==> src/rtl/fir_pkg.sv <==
`default_nettype none
// ============================================================================
//  Module      : fir_pkg
//  Description : Shared defaults and FSM state encoding for the serial FIR
//                tap scheduler and its multiply-accumulate unit.
//  Revision    : 1.0 - initial release
// ============================================================================
package fir_pkg;

   // Default geometry: 4 taps, 8-bit samples and coefficients.
   // The accumulator has DW+CW+clog2(NTAPS) bits, so it cannot overflow.
   localparam int C_NTAPS = 4;
   localparam int C_DW    = 8;
   localparam int C_CW    = 8;
   localparam int C_OW    = 18;
   localparam int C_IW    = $clog2(C_NTAPS);

   // Scheduler FSM encoding
   localparam logic [1:0] C_ST_IDLE = 2'd0;
   localparam logic [1:0] C_ST_MAC  = 2'd1;
   localparam logic [1:0] C_ST_DONE = 2'd2;

endpackage : fir_pkg
`default_nettype wire

==> src/rtl/fir_mac_unit.sv <==
`default_nettype none
// ============================================================================
//  Module      : fir_mac_unit
//  Description : Single shared signed multiplier and accumulator. Each enabled
//                cycle adds a*b, sign-extended to OW bits, to the register.
//                The clear input has priority over the enable input.
//  Revision    : 1.0 - initial release
// ============================================================================
module fir_mac_unit #(
   parameter int DW = 8,
   parameter int CW = 8,
   parameter int OW = 18
) (
   input  logic                 Clk,
   input  logic                 Rst,
   input  logic                 clr,
   input  logic                 en,
   input  logic signed [DW-1:0] a,
   input  logic signed [CW-1:0] b,
   output logic signed [OW-1:0] acc
);

   logic signed [DW+CW-1:0] prod;
   logic signed [OW-1:0]    prod_ext;
   logic signed [OW-1:0]    acc_q;

   // Full-precision product. The signed cast keeps the sign when widening.
   assign prod     = a * b;
   assign prod_ext = OW'(prod);

   // Accumulator register. Clear starts a new sample and en adds one tap.
   always_ff @(posedge Clk) begin
      if (Rst) begin
         acc_q <= '0;
      end else if (clr) begin
         acc_q <= '0;
      end else if (en) begin
         acc_q <= acc_q + prod_ext;
      end
   end

   assign acc = acc_q;

endmodule : fir_mac_unit
`default_nettype wire

==> src/rtl/fir_tap_scheduler.sv <==
`default_nettype none
// ============================================================================
//  Module      : fir_tap_scheduler
//  Description : Serial FIR controller. Each accepted sample enters the delay
//                line and is swept through NTAPS taps, one tap per clock, on a
//                single shared MAC. The block emits one result pulse per sample.
//                Coefficients can be loaded at run time while the block is idle.
//  Revision    : 1.0 - initial release
// ============================================================================
module fir_tap_scheduler
   import fir_pkg::*;
#(
   parameter int NTAPS = C_NTAPS,
   parameter int DW    = C_DW,
   parameter int CW    = C_CW,
   parameter int OW    = C_OW,
   localparam int IW   = (NTAPS > 1) ? $clog2(NTAPS) : 1
) (
   input  logic                 Clk,
   input  logic                 Rst,
   input  logic                 in_valid,
   output logic                 in_ready,
   input  logic signed [DW-1:0] Xin,
   input  logic                 coef_we,
   input  logic [IW-1:0]        coef_addr,
   input  logic signed [CW-1:0] coef_data,
   output logic                 out_valid,
   output logic signed [OW-1:0] Yout,
   output logic                 busy
);

   logic [1:0]           state_q;
   logic [1:0]           state_d;
   logic [IW-1:0]        k_q;
   logic [IW-1:0]        k_d;
   logic signed [DW-1:0] x_q [NTAPS];
   logic signed [CW-1:0] h_q [NTAPS];
   logic signed [OW-1:0] yout_q;
   logic signed [OW-1:0] acc;

   logic                 is_idle;
   logic                 is_mac;
   logic                 is_done;
   logic                 accept;
   logic                 last_tap;
   logic [31:0]          addr_ext;
   logic                 addr_ok;
   logic                 coef_commit;

   assign is_idle  = (state_q == C_ST_IDLE);
   assign is_mac   = (state_q == C_ST_MAC);
   assign is_done  = (state_q == C_ST_DONE);
   assign accept   = is_idle && in_valid;
   assign last_tap = (k_q == IW'(NTAPS - 1));

   // Coefficient writes land only while idle and only for existing taps.
   // The address is compared at 32 bits so the range check holds for any NTAPS.
   assign addr_ext    = 32'(coef_addr);
   assign addr_ok     = (addr_ext < 32'(NTAPS));
   assign coef_commit = coef_we && is_idle && addr_ok;

   assign in_ready  = is_idle;
   assign busy      = !is_idle;
   assign out_valid = is_done;

   // In DONE the accumulator already holds the final sum, so Yout shows it directly.
   // Afterwards the captured copy holds the result until the next pulse.
   assign Yout = is_done ? acc : yout_q;

   // Next-state and tap-index logic
   always_comb begin
      state_d = state_q;
      k_d     = k_q;
      case (state_q)
         C_ST_IDLE: begin
            if (accept) begin
               state_d = C_ST_MAC;
               k_d     = '0;
            end
         end
         C_ST_MAC: begin
            if (last_tap) begin
               state_d = C_ST_DONE;
               k_d     = '0;
            end else begin
               k_d     = k_q + IW'(1);
            end
         end
         C_ST_DONE: begin
            state_d = C_ST_IDLE;
         end
         default: begin
            state_d = C_ST_IDLE;
            k_d     = '0;
         end
      endcase
   end

   // State and tap-index registers
   always_ff @(posedge Clk) begin
      if (Rst) begin
         state_q <= C_ST_IDLE;
         k_q     <= '0;
      end else begin
         state_q <= state_d;
         k_q     <= k_d;
      end
   end

   // Delay line: shift in the new sample when it is accepted.
   // Coefficient writes do not disturb this history.
   always_ff @(posedge Clk) begin
      if (Rst) begin
         for (int i = 0; i < NTAPS; i++) begin
            x_q[i] <= '0;
         end
      end else if (accept) begin
         for (int i = NTAPS - 1; i > 0; i--) begin
            x_q[i] <= x_q[i-1];
         end
         x_q[0] <= Xin;
      end
   end

   // Coefficient file. A write and a sample accepted in the same cycle both
   // commit on that edge, so the following MAC sweep already uses the new value.
   always_ff @(posedge Clk) begin
      if (Rst) begin
         for (int i = 0; i < NTAPS; i++) begin
            h_q[i] <= '0;
         end
      end else if (coef_commit) begin
         h_q[coef_addr] <= coef_data;
      end
   end

   // Capture the finished result so Yout holds it between pulses.
   always_ff @(posedge Clk) begin
      if (Rst) begin
         yout_q <= '0;
      end else if (is_done) begin
         yout_q <= acc;
      end
   end

   fir_mac_unit #(
      .DW (DW),
      .CW (CW),
      .OW (OW)
   ) u_mac (
      .Clk (Clk),
      .Rst (Rst),
      .clr (accept),
      .en  (is_mac),
      .a   (x_q[k_q]),
      .b   (h_q[k_q]),
      .acc (acc)
   );

endmodule : fir_tap_scheduler
`default_nettype wire

==> config.mk <==
export PLATFORM = sky130hd
export DESIGN_NAME = fir_tap_scheduler
export DESIGN_NICKNAME = d
export VERILOG_FILES = /design/src/rtl/fir_pkg.sv /design/src/rtl/fir_mac_unit.sv /design/src/rtl/fir_tap_scheduler.sv
export SDC_FILE = /design/constraint.sdc
export NUM_CORES = 1
export LEC_CHECK = 0
export ABC_CLOCK_PERIOD_IN_PS = 6500
export BUFFER_PORTS_ARGS = -buffer_cell sky130_fd_sc_hd__clkbuf_2
export CAP_MARGIN = 5
export CORE_ASPECT_RATIO = 1.75
export CORE_UTILIZATION = 30
export CTS_CLUSTER_SIZE = 20
export DETAILED_ROUTE_END_ITERATION = 8
export SETUP_SLACK_MARGIN = 0.3
export SLEW_MARGIN = 20
export SYNTH_ARGS = -nofsm -noshare
export SYNTH_HDL_FRONTEND = slang
export SYNTH_HIERARCHICAL = 1
export SYNTH_SLANG_ARGS = --single-unit
==> constraint.sdc <==
create_clock -name Clk -period 6.5 [get_ports Clk]
set_input_delay 1.3 -clock Clk [delete_from_list [all_inputs] [get_ports Clk]]
set_output_delay 1.3 -clock Clk [all_outputs]
set_load 0.01 [all_outputs]
# ---- Word level (Yosys, flattened, before mapping)
# Memories as Yosys holds them, arrays and structs flattened. A register that Yosys moved wholly into a read port is not among the register bits.
# Cells that the tools add are included.
dict set report word_totals {
  reg_bits 40
  ramBits 64
  wordCells 55
  memories 2
}
dict set report op_classes {
  n_addsub 2
  multipliers 1
  n_lt_le_gt_ge 1
  n_eq_ne 5
  n_mux 26
  bitwise_logic 5
  reduce_logical 9
}
# memory depth word_bits read_ports rd_ports_with_merged_regs wr line
set memory_table {}
lappend memory_table {h_q 4 8 1 1 4 fir_tap_scheduler.sv:37} ;# logic signed [CW-1:0] h_q [NTAPS];
lappend memory_table {x_q 4 8 4 1 4 fir_tap_scheduler.sv:36} ;# logic signed [DW-1:0] x_q [NTAPS];
# operator count
set ops {}
lappend ops {{two-way mux 8 bit} 5}
lappend ops {{adder 18 x 16 -> 18 bit} 1}
lappend ops {{two-way mux 18 bit} 1}
lappend ops {{two-way mux 2 bit} 9}
lappend ops {{multiplier 8 x 8 -> 16 bit} 1}
lappend ops {{two-way mux 1 bit} 9}
lappend ops {{OR reduction 8 bit} 1}
lappend ops {{one-hot mux 2 bit (3 select lines)} 1}
lappend ops {{== test 2 bit, second input constant} 2}
lappend ops {{inequality test 2 x 1 -> 1 bit, second input constant} 2}
lappend ops {{OR 1 bit} 4}
lappend ops {{one-hot mux 2 bit (2 select lines)} 1}
lappend ops {{AND reduction 2 bit} 2}
lappend ops {{logical AND 1 bit} 3}
lappend ops {{< comparator 2 x 3 -> 1 bit, second input constant} 1}
lappend ops {{adder 2 x 1 -> 2 bit, second input constant} 1}
lappend ops {{== test 2 x 1 -> 1 bit, second input constant} 1}
lappend ops {{zero test 2 bit} 1}
lappend ops {{OR reduction 2 bit} 1}
lappend ops {{zero test 1 bit} 1}
lappend ops {{inverter 1 bit} 1}

# ---- Depth between registers and ports, before layout
# Gate-level depths: netlist (run 1).
dict set report logic_depth {
  ltp_word 8
  depth_mapped 21
}

# ---- Hierarchy
# The synthesis (run 1) kept the hierarchy.
# module n_inst cells_per_inst area_each_um2 seq_area_each_um2
set modules_own_cells {}
lappend modules_own_cells {fir_mac_unit 1 407 3938.8 360.3}
lappend modules_own_cells {fir_tap_scheduler 1 245 3808.7 2402.3}

# ---- Worst setup path before layout (run 1)
# No wires, ideal clock.
dict set report synth_timing {
  path_kind {register to register}
  start {register (tool-made name)}
  end {register u_mac.acc_q[17], in the netlist u_mac/acc[17]}
  arrival_time_ps 5762
  path_slack_ps 676
  stages_incl_launch_ff 19
  n_path_buf 2
  period_less_slack_ps 5824
  cell_sequence {dfxtp_1 clkbuf_2 buf_1 mux4_2 and2_1 inv_1 fa_1 inv_1 fa_1 fa_1 fa_1 fa_1 ha_1 o211ai_2 o21ai_2 o311a_1 o21a_1 or4_1 nand3_1}
}
# item line
set synth_lines {}
lappend synth_lines {{end signal: assignment} fir_mac_unit.sv:38} ;# acc_q <= acc_q + prod_ext;
lappend synth_lines {{end: declaration} fir_mac_unit.sv:25} ;# logic signed [OW-1:0] acc_q;

==> metrics, run 1 <==
status complete, no violations; final critical-path required period 5.834 ns; Total Power 2.930 mW; FFs w/ async S/R, synth 0; worst skew pair latency 0.37 ns; Worst Tran Pin Value 0.9663 ns; cell count after synthesis 652; Sink Count 106; Die Area 26500 um2; Vert. Die Dim 214.6 um; xor-xnor portion of the synthesized cell area 0.01583; CP arrival 6.08 ns; startpoint type of the worst setup path register; DR vias/cell 4.616; Inst Count DP 994; worst hold start u_mac/acc[6]; CTS H-tree depth 3; Final Routed Wirelength 15260 um; final antenna-violating net count 0; max cap viols 0; Synth Area in Simple Gates 0.1592; DRT Pass-1 Iters 4; Max Slew Vio Count 0; WP data required 6.75 ns; largest net degree at the start of global routing 34; unrepaired setup endpoints after global routing false; Non-Filler Instances 1010; crit path capture type register; CTS Buffer Depth 2; total global-route track usage 0.1255; Multi-input gate area 4514 um2; drt wl/cell 15.10 um; Syn Area/Cell 11.88 um2; clk root buf clkbuf_16; Post-synth EDFFs 64; DRC Markers 0; largest family of logic cells by synthesized area adder cells; Warnings, synthesis 6; gr ovfl total 0; main flop type after synthesis edfxtp_1; period utilization 0.8976; DP HPWL 12250 um; hold_buf cts 0; post-synthesis cell area 7747 um2; global-route wire length before repair 25460 um; # IOs 43; storage element area 2765 um2; CP Class reg2reg; worst min-delay path class reg2reg; Max-slew headroom 0.3541; final hold vios 0; Static Leak 3.893 nW; Area Growth Syn to Fin 11.03%; Seq cells post-synth 106; post-synthesis cell type count 61; worst-case vdd ir drop 183.2 uV; vias in the first global route 4988; Final setup viols 0; placed cell area 8279 um2; Die W 123.5 um; Clock transition at path regs 0.08 ns; Final Wtd Congestion 0.7865; fmax 0.1714 GHz; PortBufs 42; post-layout util 0.3395; initial antenna violation count 0; Compound-Gate Fraction of Synth Area 0.03811; cell area after layout 8602 um2; Layout fillers 2526; DRT iter0 DRCs 158; TritonCTS buffer count 9; sequential area share after synthesis 0.3566; CORE AREA 25340 um2; largest fanout on the critical path 8; row cnt 77; clk_skew 0.01303 ns; post-CTS setup buffers 0; portion of netlist area occupied by mux cells 0.09141; Syn Nets 797; CTS tree done; adder-cell share of the synthesized area 0.2762; TNS Setup 0 ns; share of cells above drive strength 1 0.1744; Final Net Count 834; PD cells 340.6 nW/um2; Initial Utilization 0.3058; antenna fix cells 0; DR vias 4662
==> sequential cells by signal, summed over array words and instances (netlist names), named ones only <==
signal and count:
k_q 2, u_mac/acc 18, state_q 2, x_q 32, h_q 32, yout_q 18
==> power breakdown <==
part	internal [mW]	switching [mW]
Sequential	0.776	0.0530
Combinational	0.653	0.866
Clock	0.283	0.298
Total	1.71	1.22
==> worst paths after layout <==
| check | cells after the start | slack (ns) | endpoint |
|---|---|---|---|
| setup reg to reg | 18 | 0.67 | u_mac/acc[16] |
| hold / removal | 2 | 0.51 | u_mac/acc[6] |
| hold reg to reg | 2 | 0.51 | u_mac/acc[6] |
| setup / recovery | 18 | 0.67 | u_mac/acc[16] |
==> worst max-delay path, stage by stage (launching register included) <==
cell and delay [ns]:
dfxtp_2 0.46, buf_4 0.21, mux4_2 0.64, nand2_1 0.16, inv_1 0.07, fa_1 0.50, inv_1 0.13, fa_1 0.51
inv_1 0.06, fa_1 0.50, fa_1 0.49, ha_1 0.31, ha_1 0.40, a21oi_1 0.26, o21bai_1 0.10, a221o_1 0.34
a31oi_1 0.27, nor4b_1 0.09, a211o_1 0.23
==> cells in the final DEF (no fill, tap or decap), drive strengths merged, types with 4 or more instances in the layout <==
| cell | instances |
|---|---|
| and2 | 98 |
| inv | 96 |
| fa | 80 |
| edfxtp | 64 |
| clkbuf | 51 |
| ha | 43 |
| dfxtp | 42 |
| nor2 | 27 |
| nand2 | 27 |
| mux2 | 19 |
| mux4 | 16 |
| xnor2 | 11 |
| nor2b | 11 |
| mux2i | 10 |
| and2b | 9 |
| a21oi | 8 |
| buf | 7 |
| or2 | 6 |
| nand3b | 6 |
| o21ai | 6 |
| nand2b | 4 |
| o21bai | 4 |
| nand3 | 4 |
==> through the flow <==
step | setup slack, ns | hold WS [ns]
floorplan | 0.6765 | 0.4748
global placement | 0.5535 | 0.4887
detailed placement | 0.4653 | 0.4970
CTS | 0.4405 | 0.5074
global route | 0.3668 | 0.5722
finish | 0.6655 | 0.5074
==> synthesized netlist by cell type, types with 10 or more instances <==
| cell | number | area (um2) |
|---|---|---|
| inv_1 | 91 | 341.6 |
| dfxtp_1 | 42 | 840.8 |
| mux2_2 | 10 | 112.6 |
| and2_1 | 98 | 613.1 |
| clkbuf_1 | 11 | 41.29 |
| mux2i_1 | 10 | 100.1 |
| ha_1 | 43 | 538.0 |
| fa_1 | 80 | 1602 |
| nor2_1 | 27 | 101.4 |
| nand2_1 | 27 | 101.4 |
| mux4_2 | 16 | 360.4 |
| xnor2_1 | 11 | 96.34 |
| nor2b_1 | 11 | 68.82 |
| edfxtp_1 | 64 | 1922 |
==> metal layers <==
metal	up-vias	global-route usage	routed length, um
met2	69	0.2337	8495
met1	2350	0.1399	6076
li1	2224	-	-
met5	-	0	0
met3	19	0.01569	355
met4	0	0.04980	327
==> cell families after synthesis <==
family / Yosys count
AO/OA/AOI/OAI: 40
XOR/XNOR: 14
adder cells (fa/ha/maj): 123
buffers and inverters: 115
flip-flops: 106
multiplexers: 45
AND/OR/NAND/NOR: 209
==> repair_timing <==
| item | in CTS | in global routing |
|---|---|---|
| gates resized for setup | 0 | 3 |
| setup endpoints to repair | 0 | 4 |
| endpoints found under the hold margin | 0 | 0 |
==> cell type report <==
type,count,area share
clock buffer,9,0.02618
clock inverter,7,0.01091
inverter,92,0.04015
multi-input combinational,431,0.5248
sequential,106,0.3215
tap,316,0.04596
timing repair buffer,49,0.03055
(Power assumes the default switching activity.)
==> inputs of run 2 (changes only) <==
--- a/config.mk
+++ b/config.mk
@@ -16,5 +16,4 @@
 export SLEW_MARGIN = 20
 export SYNTH_ARGS = -nofsm -noshare
 export SYNTH_HDL_FRONTEND = slang
-export SYNTH_HIERARCHICAL = 1
 export SYNTH_SLANG_ARGS = --single-unit
==> metrics, run 2 <==
unrepaired setup endpoints after global routing false (unchanged); Warnings, synthesis 0 (was 6); Total Power 2.933 mW (was 2.930 mW); # IOs 43 (unchanged); biggest regs h_q x32, x_q x32 (unchanged); CP Class reg2reg (unchanged); final critical-path required period 5.784 ns (was 5.834 ns); critical path's largest stage delay 0.65 ns (was 0.64 ns); worst min-delay path class reg2reg (unchanged); status complete, no violations (unchanged); highest-delay cell along the critical path mux4_2 (unchanged); initial antenna violation count 0 (unchanged); Initial Utilization 0.3079 (was 0.3058); final hold vios 0 (unchanged); top cells by count, synth inv_1 (97), fa_1 (80), edfxtp_1 (64), and2_1 (58), nand2_1 (52) (was and2_1 (98), inv_1 (91), fa_1 (80), edfxtp_1 (64), ha_1 (43)); post-synthesis cell type count 52 (was 61); Clock transition at path regs 0.08 ns (about the same); worst-case vdd ir drop 148.2 uV (was 183.2 uV); Max-slew headroom 0.4840 (was 0.3541); Post-synth EDFFs 64 (unchanged); post-synthesis cell area 7612 um2 (was 7747 um2); Die Area 26040 um2 (was 26500 um2); hold_buf cts 0 (unchanged); CTS tree done (unchanged); gr ovfl total 0 (unchanged); clk_skew 0.009463 ns (was 0.01303 ns); final antenna-violating net count 0 (unchanged); PortBufs 42 (unchanged); DRC Markers 0 (unchanged); WP data required 6.77 ns (was 6.75 ns); largest fanout on the critical path 16 (was 8); DRT Pass-1 Iters 4 (unchanged); sequential area share after synthesis 0.3629 (was 0.3566); TritonCTS buffer count 9 (unchanged); worst-path cell chain buf_4 -> mux4_2 -> and2_1 -> fa_1 -> inv_1 -> fa_1 -> inv_1 -> fa_1 -> fa_1 -> ha_1 -> ha_1 -> a41oi_1 -> o21ai_1 -> a21o_1 -> a221oi_2 -> xnor2_1 -> a22o_1 (was buf_4 -> mux4_2 -> nand2_1 -> inv_1 -> fa_1 -> inv_1 -> fa_1 -> inv_1 -> fa_1 -> fa_1 -> ha_1 -> ha_1 -> a21oi_1 -> o21bai_1 -> a221o_1 -> a31oi_1 -> nor4b_1 -> a211o_1); Final setup viols 0 (unchanged); Synth area leaders edfxtp_1 (25%), fa_1 (21%), dfxtp_1 (11%), ha_1 (7.1%), inv_1 (4.8%) (was edfxtp_1 (25%), fa_1 (21%), dfxtp_1 (11%), and2_1 (7.9%), ha_1 (6.9%)); DRT iter0 DRCs 198 (was 158); vias in the first global route 5015 (was 4988); total global-route track usage 0.1354 (was 0.1255); Non-Filler Instances 1026 (was 1010); most frequent cells in the layout inv_1 (97), fa_1 (80), edfxtp_1 (64) (was and2_1 (97), inv_1 (91), fa_1 (80)); Seq cells post-synth 106 (unchanged); Worst Tran Pin Value 0.7722 ns (was 0.9663 ns); Crit path top cell by count fa_1 (unchanged); most common cell after layout, fill and taps aside inv_1 (was and2_1); CTS H-tree depth 3 (unchanged); Final Net Count 854 (was 834); largest net degree at the start of global routing 48 (was 34); startpoint type of the worst setup path register (unchanged); crit path capture type register (unchanged); Die W 122.4 um (was 123.5 um); clk root buf clkbuf_16 (unchanged); DR vias/cell 4.634 (was 4.616); share of cells above drive strength 1 0.1569 (was 0.1744); Area Growth Syn to Fin 11.97% (was 11.03%); antenna fix cells 0 (unchanged); max cap viols 0 (unchanged); PD cells 344.1 nW/um2 (was 340.6 nW/um2); drt wl/cell 15.73 um (was 15.10 um); cell count after synthesis 668 (was 652); dominant cell type by area after synthesis edfxtp_1 (unchanged); placed cell area 8195 um2 (was 8279 um2); period utilization 0.8898 (was 0.8976); TNS Setup 0 ns (unchanged); global-route wire length before repair 26270 um (was 25460 um); worst skew pair latency 0.37 ns (about the same); Yosys top cell area share 0.2525 (was 0.2481); main flop type after synthesis edfxtp_1 (unchanged); Final Routed Wirelength 16140 um (was 15260 um); cell with the most instances after synthesis inv_1 (was and2_1); Final Wtd Congestion 0.8018 (was 0.7865); Inst Count DP 1010 (was 994); Vert. Die Dim 212.7 um (was 214.6 um); cell area after layout 8523 um2 (was 8602 um2); reg2reg setup slack 0.72 ns (was 0.67 ns); fmax 0.1729 GHz (was 0.1714 GHz); Syn Nets 813 (was 797); DR vias 4754 (was 4662); DP HPWL 12740 um (was 12250 um); Syn Area/Cell 11.40 um2 (was 11.88 um2); CORE AREA 24720 um2 (was 25340 um2); Max Slew Vio Count 0 (unchanged); row cnt 76 (was 77); post-CTS sizing 0 (unchanged); post-CTS setup buffers 0 (unchanged); Sink Count 106 (unchanged); CP arrival 6.05 ns (was 6.08 ns); Static Leak 3.955 nW (was 3.893 nW); CTS Buffer Depth 2 (unchanged); FFs w/ async S/R, synth 0 (unchanged)
-- run 2: changes by cell type after synthesis, sizes merged, moves of 5 or more --
cell    previous run  this run
nor2b             11        19
o21ai              6        14
and3               1        42
and2b              9         0
inv               91        97
nand3b             6         1
and2              98        58
mux2              19        12
nand2             27        52
mux2i             10         1
a22o               0         6
nor2              27        18
a21oi              8        19
-- run 2: cell type report --
class                   count  area [um2]
fillers                  2478       16200
multi-input cells         443        4393
repair buffers             52       285.3
inverters                  97       364.1
clock buffers               9       225.2
well taps                 312       390.4
flip-flops and latches    106        2763
clock inverters             7       102.6
-- run 2: layer usage --
metal	routed length, um	GRT usage	up-vias
li1	-	-	2305
met1	6258	0.1390	2387
met3	244	0.01950	18
met5	0	0	-
met2	9243	0.2658	44
met4	394	0.05383	0
-- run 2: metrics by stage --
stage	setup slack [ns]	utilization	hold WS (ns)
floorplan	1.180	-	0.4363
global placement	0.7801	0.3315	0.4426
detailed placement	0.7071	0.3315	0.4513
CTS	0.6867	0.3447	0.4638
global route	0.3820	0.3447	0.4716
finish	0.7163	0.3447	0.4625
-- run 2: final timing paths --
kind / startpoint / to / cells after the start
worst min register to register: u_mac.acc[4] / u_mac.acc[4] / 2
worst max-delay path: register / u_mac.acc[17] / 17
worst min-delay path: u_mac.acc[4] / u_mac.acc[4] / 2
worst max register to register: register / u_mac.acc[17] / 17
-- run 2: report_power, final --
part           switching (mW)  internal [mW]  leakage, nW
Clock                   0.289          0.313        0.160
Sequential             0.0402          0.767         1.02
Combinational           0.844          0.679         2.78
-- run 2: cells by family (layout without fill, tap and decap cells) --
logic type      after synthesis  in the layout  synth area share
simple gates                209            209            0.1520
flops                       106            106            0.3629
mux                          28             28           0.06344
fa+ha+maj                   123            123            0.2811
xor+xnor                     17             17           0.01956
compound gates               66             66           0.06081
buf+inv                     119            165           0.06016
-- run 2: critical path, delay by kind of cell, from the launching register on --
kind                     cells  cell delay (ns)
flip-flops                   1             0.36
AND/OR/NAND/NOR              1             0.40
adder cells (fa/ha/maj)      6             2.69
buffers and inverters        3             0.42
XOR/XNOR                     1             0.09
multiplexers                 1             0.65
AO/OA/AOI/OAI                5             1.05
